==> src/rtl/img_pkg.sv <==
// Shared constants for the gray-frame path: frame geometry, luma
// coefficients and the loader state encoding.
package img_pkg;

  localparam int W               = 64;
  localparam int H               = 64;
  localparam int TOTAL_PIXEL     = W * H;
  localparam int TOTAL_PIXEL_BIT = $clog2(W * H);
  // One extra bit so the counter can sit at TOTAL_PIXEL while a finished
  // frame is waiting to be acknowledged.
  localparam int CNT_W           = TOTAL_PIXEL_BIT + 1;

  // Coefficients sum to 256, so full white maps to exactly 255.
  localparam logic [7:0]  COEF_R     = 8'd77;
  localparam logic [7:0]  COEF_G     = 8'd150;
  localparam logic [7:0]  COEF_B     = 8'd29;
  localparam logic [15:0] LUMA_ROUND = 16'd128;

  typedef enum logic [1:0] {
    FILL  = 2'd0,
    FLUSH = 2'd1,
    HOLD  = 2'd2
  } state_t;

endpackage

==> src/rtl/rgb2gray_loader_if.sv <==
// Valid/ready RGB pixel stream into the loader.
interface rgb2gray_loader_if;

  logic        s_valid;
  logic        s_ready;
  logic [23:0] s_data;
  logic        s_last;

  modport master (output s_valid, output s_data, output s_last, input s_ready);
  modport slave  (input s_valid, input s_data, input s_last, output s_ready);

endinterface

==> src/rtl/rgb2gray_loader_luma_pipe.sv <==
// Two-stage RGB -> 8-bit luma datapath with valid and address sidebands.
// Stage 1 registers the three products; stage 2 registers the rounded sum.
module luma_pipe
  import img_pkg::*;
(
  input  logic                       clk,
  input  logic                       rst_n,
  input  logic                       in_valid,
  input  logic [23:0]                in_data,
  input  logic [TOTAL_PIXEL_BIT-1:0] in_addr,
  output logic                       out_valid,
  output logic [TOTAL_PIXEL_BIT-1:0] out_addr,
  output logic [7:0]                 out_data
);

  logic                       v1_r;
  logic [15:0]                red_prod_r;
  logic [15:0]                grn_prod_r;
  logic [15:0]                blu_prod_r;
  logic [TOTAL_PIXEL_BIT-1:0] addr1_r;
  logic [15:0]                sum_s;

  // Stage 1 valid: tracks accepted beats, cleared on reset to drop them
  always_ff @(posedge clk or negedge rst_n) begin
    if (!rst_n) begin
      v1_r <= 1'b0;
    end else begin
      v1_r <= in_valid;
    end
  end

  // Stage 1 data: products and address, loaded only on accepted beats
  always_ff @(posedge clk or negedge rst_n) begin
    if (!rst_n) begin
      red_prod_r <= 16'd0;
      grn_prod_r <= 16'd0;
      blu_prod_r <= 16'd0;
      addr1_r    <= {TOTAL_PIXEL_BIT{1'b0}};
    end else if (in_valid) begin
      red_prod_r <= {8'd0, COEF_R} * {8'd0, in_data[23:16]};
      grn_prod_r <= {8'd0, COEF_G} * {8'd0, in_data[15:8]};
      blu_prod_r <= {8'd0, COEF_B} * {8'd0, in_data[7:0]};
      addr1_r    <= in_addr;
    end
  end

  // Max sum is 255*256 + 128 = 65408, so 16 bits hold it and the
  // upper byte is already a valid 0..255 luma.
  assign sum_s = red_prod_r + grn_prod_r + blu_prod_r + LUMA_ROUND;

  // Stage 2: registered BRAM write port
  always_ff @(posedge clk or negedge rst_n) begin
    if (!rst_n) begin
      out_valid <= 1'b0;
      out_addr  <= {TOTAL_PIXEL_BIT{1'b0}};
      out_data  <= 8'd0;
    end else begin
      out_valid <= v1_r;
      if (v1_r) begin
        out_addr <= addr1_r;
        out_data <= 8'(sum_s >> 4'd8);
      end
    end
  end

endmodule

==> src/rtl/rgb2gray_loader.sv <==
// Loads one RGB frame as luma into the gray BRAM, then holds the stream
// off until the equaliser acknowledges the frame.
module rgb2gray_loader
  import img_pkg::*;
(
  input  logic                       clk,
  input  logic                       rst_n,
  rgb2gray_loader_if.slave           s,
  output logic                       wr_en,
  output logic [TOTAL_PIXEL_BIT-1:0] wr_addr,
  output logic [7:0]                 wr_data,
  output logic                       frame_valid,
  input  logic                       frame_ack,
  output logic                       sync_err
);

  localparam logic [CNT_W-1:0]           LAST_IDX  = CNT_W'(TOTAL_PIXEL - 1);
  localparam logic [CNT_W-1:0]           CNT_ONE   = CNT_W'(1);
  localparam logic [TOTAL_PIXEL_BIT-1:0] LAST_ADDR = TOTAL_PIXEL_BIT'(TOTAL_PIXEL - 1);

  state_t           state_r;
  state_t           state_s;
  logic [CNT_W-1:0] cnt_r;
  logic [CNT_W-1:0] cnt_s;
  logic             s_ready_r;
  logic             frame_valid_r;
  logic             sync_err_r;
  logic             sync_err_s;
  logic             beat_s;

  // s_ready is a register, so a beat never depends combinationally on s_valid
  assign beat_s      = s.s_valid & s_ready_r;
  assign s.s_ready   = s_ready_r;
  assign frame_valid = frame_valid_r;
  assign sync_err    = sync_err_r;

  // Next-state, counter and framing-error decode
  always_comb begin
    state_s    = state_r;
    cnt_s      = cnt_r;
    sync_err_s = 1'b0;
    case (state_r)
      FILL: begin
        if (beat_s) begin
          if (cnt_r == LAST_IDX) begin
            // Final pixel: the frame is kept even if s_last is missing
            state_s    = FLUSH;
            cnt_s      = cnt_r + CNT_ONE;
            sync_err_s = ~s.s_last;
          end else if (s.s_last) begin
            // Early s_last: beat is written, partial frame is abandoned
            cnt_s      = {CNT_W{1'b0}};
            sync_err_s = 1'b1;
          end else begin
            cnt_s = cnt_r + CNT_ONE;
          end
        end else begin
          cnt_s = cnt_r;
        end
      end
      FLUSH: begin
        // No beats are accepted here, so the last write is the final pixel
        if (wr_en && (wr_addr == LAST_ADDR)) begin
          state_s = HOLD;
        end else begin
          state_s = FLUSH;
        end
      end
      HOLD: begin
        if (frame_ack) begin
          state_s = FILL;
          cnt_s   = {CNT_W{1'b0}};
        end else begin
          state_s = HOLD;
        end
      end
      default: begin
        state_s = FILL;
        cnt_s   = {CNT_W{1'b0}};
      end
    endcase
  end

  // State, counter and registered handshake/status outputs
  always_ff @(posedge clk or negedge rst_n) begin
    if (!rst_n) begin
      state_r       <= FILL;
      cnt_r         <= {CNT_W{1'b0}};
      s_ready_r     <= 1'b0;
      frame_valid_r <= 1'b0;
      sync_err_r    <= 1'b0;
    end else begin
      state_r       <= state_s;
      cnt_r         <= cnt_s;
      s_ready_r     <= (state_s == FILL);
      frame_valid_r <= (state_s == HOLD);
      sync_err_r    <= sync_err_s;
    end
  end

  luma_pipe u_luma_pipe (
    .clk       (clk),
    .rst_n     (rst_n),
    .in_valid  (beat_s),
    .in_data   (s.s_data),
    .in_addr   (cnt_r[TOTAL_PIXEL_BIT-1:0]),
    .out_valid (wr_en),
    .out_addr  (wr_addr),
    .out_data  (wr_data)
  );

endmodule
==> src/flat_wrapper.sv <==
// flat-port wrapper written by rule: the top's interface ports become plain ports
module rgb2gray_loader_flat import img_pkg::*;
  (clk, rst_n, wr_en, wr_addr, wr_data, frame_valid, frame_ack, sync_err, s_s_valid, s_s_data, s_s_last, s_s_ready);
  rgb2gray_loader_if s_i ();
  input  logic clk;
  input  logic rst_n;
  output logic wr_en;
  output logic [TOTAL_PIXEL_BIT-1:0] wr_addr;
  output logic [7:0] wr_data;
  output logic frame_valid;
  input  logic frame_ack;
  output logic sync_err;
  input wire logic [$bits(s_i.s_valid)-1:0] s_s_valid;
  input wire logic [$bits(s_i.s_data)-1:0] s_s_data;
  input wire logic [$bits(s_i.s_last)-1:0] s_s_last;
  output wire logic [$bits(s_i.s_ready)-1:0] s_s_ready;
  assign s_i.s_valid = s_s_valid;
  assign s_i.s_data = s_s_data;
  assign s_i.s_last = s_s_last;
  assign s_s_ready = s_i.s_ready;
  rgb2gray_loader u_core (.clk(clk), .rst_n(rst_n), .s(s_i), .wr_en(wr_en), .wr_addr(wr_addr), .wr_data(wr_data), .frame_valid(frame_valid), .frame_ack(frame_ack), .sync_err(sync_err));
endmodule
==> config.mk <==
export PLATFORM = sky130hd
export DESIGN_NAME = rgb2gray_loader_flat
export DESIGN_NICKNAME = d
export VERILOG_FILES = /design/src/rtl/img_pkg.sv /design/src/rtl/rgb2gray_loader_if.sv /design/src/rtl/rgb2gray_loader_luma_pipe.sv /design/src/rtl/rgb2gray_loader.sv /design/src/flat_wrapper.sv
export SDC_FILE = /design/constraint.sdc
export NUM_CORES = 1
export LEC_CHECK = 0
export BUFFER_PORTS_ARGS = -buffer_cell sky130_fd_sc_hd__buf_4
export CAP_MARGIN = 15
export CORE_UTILIZATION = 57
export CTS_BUF_LIST = sky130_fd_sc_hd__clkbuf_8
export CTS_CLUSTER_SIZE = 28
export DETAILED_ROUTE_END_ITERATION = 8
export PLACE_DENSITY = 0.77
export SYNTH_ARGS = -nofsm -noshare
export SYNTH_HDL_FRONTEND = slang
export SYNTH_SLANG_ARGS = --single-unit
==> constraint.sdc <==
create_clock -name clk -period 2.76 [get_ports clk]
set_input_delay 0.138 -clock clk [delete_from_list [all_inputs] [get_ports clk]]
set_output_delay 0.138 -clock clk [all_outputs]
set_load 0.01 [all_outputs]
==> flow_summary.ini <==
[min_path]
worstHoldPathType = input port to flop
holdPathStages = 3
whs_endpoint = u_core.u_luma_pipe.red_prod_r[0]$_DFFE_PN0P_
min_from = s_s_data[16]

[outcome]
status = complete, but fails checks
violations = setup timing

[floorplan]
rows = 41
io_pins = 53
floorplan.initialDensity_pct = 59.4
die_w_um = 118
dieHeight_um = 118
core_um2 = 12800
die_area_um2 = 13800

[cts]
clkSinkCount = 95
cts.clk_slew.worst_paths_ns = 0.10
numCtsBuffers = 9
cts_htree_levels = 3
root_buffer = clkbuf_8
worstSkewPairLatency_ns = 0.40
cts_tree = done
clockBufferDepth = 2

[logic_synthesis]
synthCells = 786
ys_async_sr_fraction_pct = 100
ys.flop_type = dfrtp_1
netlist-cell-type-count = 59
syn_area_per_cell_um2 = 9.69
synth_area_um2 = 7610
syn_nets = 979
synth_top_family_by_area = adder cells
synthAdderAreaFrac_pct = 30.7
synth_xor_xnor_area_share_pct = 3.11
netlist.area_leader.share_pct = 31.2
synth.mux.area_fraction_pct = 3.20
synth_compound_area_share_pct = 13.6
yosys-top-cells-area = dfrtp_1, ha_1, fa_1
yosysWarningCount = 0
synth-edff-count = 0
ys_ff_latch = 95
synthSimpleGateAreaFrac_pct = 11.9
yosys.area.top_type = dfrtp_1
ys_seq_area_share_pct = 31.2

[final_layout]
n_antenna_cell = 0
syn2layout_area_growth_pct = 28.2
stdcell_area_um2 = 9760
nNetsFinal = 1129
layout-drive-gt1-share_pct = 30.2

[worst_setup_path]
critPathKind = flop to flop
cp_slowest_cell = fa_1
worstSetupEndpointType = flop
slowest_delay_ns = 0.57
r2r_slack_ns = -0.22
r2r_end = u_core.u_luma_pipe.out_data[1]$_DFFE_PN0P_
r2r_start = u_core.u_luma_pipe.red_prod_r[3]$_DFFE_PN0P_
critPathArrivalTime_ns = 3.26
cp_max_fo = 2
worstPathCellList = inv_2 -> fa_1 -> inv_2 -> ha_4 -> ha_4 -> nand4_1 -> o21a_2 -> o31a_1 -> buf_4 -> xnor2_2 -> mux2_4
startpoint_type = flop
required_ns = 3.05
rr_worst_depth = 11

[sta]
grt_setup_unrepaired = yes
setup_viol = 8
fmax_mhz = 336
slew_headroom_pct = 38.7
tightest_slew_ns = 0.920
fin_crit_ns = 2.98
maxSlewViolCount = 0
fin_crit_sh_pct = 108
finalHoldViolCount = 0
clock_skew_ns = 0.0106
worst_slack_ns = -0.217
fin_hold_ws_ns = 0.00708

[drt]
drt-total-wl_um = 18400
drt_iter0_markers = 405
vias_per_cell = 5.67
via_count = 6308
wl_per_cell_um = 16.6
route.detailed.drc = 0
firstDrtPassIters = 6
ant_nets = 0

[global_route]
antenna_found_initial = 0
grt_max_degree = 96
overflow = 0
track_usage_pct = 26.2
grt_pass1_wl_um = 29500
grt_pass1_vias = 6450

[power_and_ir_drop]
pwr_density_cell_nw_per_um2 = 942
leakage_nw = 4.98
ir_drop_mv = 0.924

[placed_design]
place_congestion = 0.877
dp_hpwl_um = 13300
io_buffers = 52
placed_cell_area_um2 = 9070

[flow_run]
maxCapViolations = 0
## cell usage in the layout, fill, tap and decap left out, types with 11 or more instances in the layout
cell type  netlist  final
ha_4             0     24
nand2_1         99     96
xnor2_1         17     14
a31oi_1         11     11
dfrtp_1         95     95
inv_1          111     97
inv_2            0     14
a21o_1          15     15
o21ai_1          2     11
ha_1           126    100
mux2_2          19     15
buf_4            0    152
a21oi_1         22     16
nor2_1          31     28
fa_1            38     37
o21ai_0         47     28
## critical path: cells and delay by family (launching register included)
kind	cells	cell delay, ns
fa+ha+maj	3	1.05
compound gates	2	0.64
xor+xnor	1	0.13
mux	1	0.26
simple gates	1	0.15
flops	1	0.37
buf+inv	3	0.27
## cell type report
type | instances | area, µm²
Inverter | 111 | 417
Multi-Input combinational cell | 563 | 5360
Timing Repair Buffer | 156 | 1200
Clock inverter | 6 | 76.3
Fill cell | 845 | 3060
Tap cell | 172 | 215
Sequential cell | 95 | 2380
Clock buffer | 9 | 124
## per-stage QoR
step	util, %	instances	power (mW)	setup TNS [ns]	setup WS (ns)
floorplan	-	786	4.60	-0.684	-0.131
global placement	70.7	1088	6.14	-4.96	-0.323
detailed placement	70.7	1088	6.39	-6.92	-0.428
CTS	73.3	1105	7.87	-0.516	-0.123
global route	76.1	1112	9.75	-1.52	-0.235
finish	76.1	1112	9.19	-1.03	-0.217
## worst max path at each step
stage,endpoint,slack (ns),depth (start not counted),startpoint
2_1_floorplan,u_core.u_luma_pipe.grn_prod_r[15]$_DFFE_PN0P_,-0.13,12,s_s_data[12]
3_3_place_gp,u_core.u_luma_pipe.red_prod_r[14]$_DFFE_PN0P_,-0.32,14,s_s_data[20]
3_5_place_dp,u_core.u_luma_pipe.red_prod_r[14]$_DFFE_PN0P_,-0.43,14,s_s_data[20]
4_1_cts,u_core.u_luma_pipe.out_data[5]$_DFFE_PN0P_,-0.12,11,u_core.u_luma_pipe.blu_prod_r[3]$_DFFE_PN0P_
5_1_grt,u_core.u_luma_pipe.out_data[1]$_DFFE_PN0P_,-0.24,11,u_core.u_luma_pipe.red_prod_r[3]$_DFFE_PN0P_
6_report,u_core.u_luma_pipe.out_data[1]$_DFFE_PN0P_,-0.22,11,u_core.u_luma_pipe.red_prod_r[3]$_DFFE_PN0P_
## what timing repair did
| item | 4_1_cts | 5_1_grt |
|---|---|---|
| setup buffers | 2 | 7 |
| hold buffers | 1 | 0 |
| resized for setup | 25 | 60 |
| endpoints found under the hold margin | 95 | 0 |
| setup endpoints to repair | 9 | 20 |
| pin swaps | 18 | 37 |
## report_power, final
part / internal [mW] / total, mW / switching, mW
clock: 0.430 / 0.969 / 0.539
combinational: 3.22 / 6.51 / 3.28
sequential: 1.58 / 1.72 / 0.132
total: 5.24 / 9.19 / 3.95
## flip-flops by register name, summed over array words and instances, names as in the netlist, 2 cells and up
name                           count
u_core.u_luma_pipe.grn_prod_r     15
u_core.u_luma_pipe.red_prod_r     15
u_core.cnt_r                      13
u_core.u_luma_pipe.blu_prod_r     13
u_core.u_luma_pipe.addr1_r        12
u_core.u_luma_pipe.out_addr       12
u_core.u_luma_pipe.out_data        8
u_core.state_r                     2
## layer usage
layer	GRT usage, %	wire length (µm)	vias to the layer above
met4	7.69	536	0
met5	0	0	-
met2	46.0	9220	179
met1	33.3	8010	3076
met3	4.12	680	51
li1	-	-	3002
## Yosys cell counts (10+ instances only)
master    number
nor2_1        31
ha_1         126
o31ai_1       10
xor2_1        10
mux2_2        19
xnor2_1       17
fa_1          38
nor3_1        10
a31oi_1       11
a211oi_1      11
dfrtp_1       95
inv_1        111
o21ai_0       47
nand2_1       99
a21oi_1       22
clkbuf_1      15
a21o_1        15
## logic make-up (layout without fill, tap and decap cells)
family / after synthesis / in the layout
buf+inv: 128 / 282
mux: 22 / 22
simple gates: 190 / 190
fa+ha+maj: 164 / 164
xor+xnor: 27 / 27
compound gates: 160 / 160
flops: 95 / 95
Note: power is estimated with default switching activity, not from simulation.
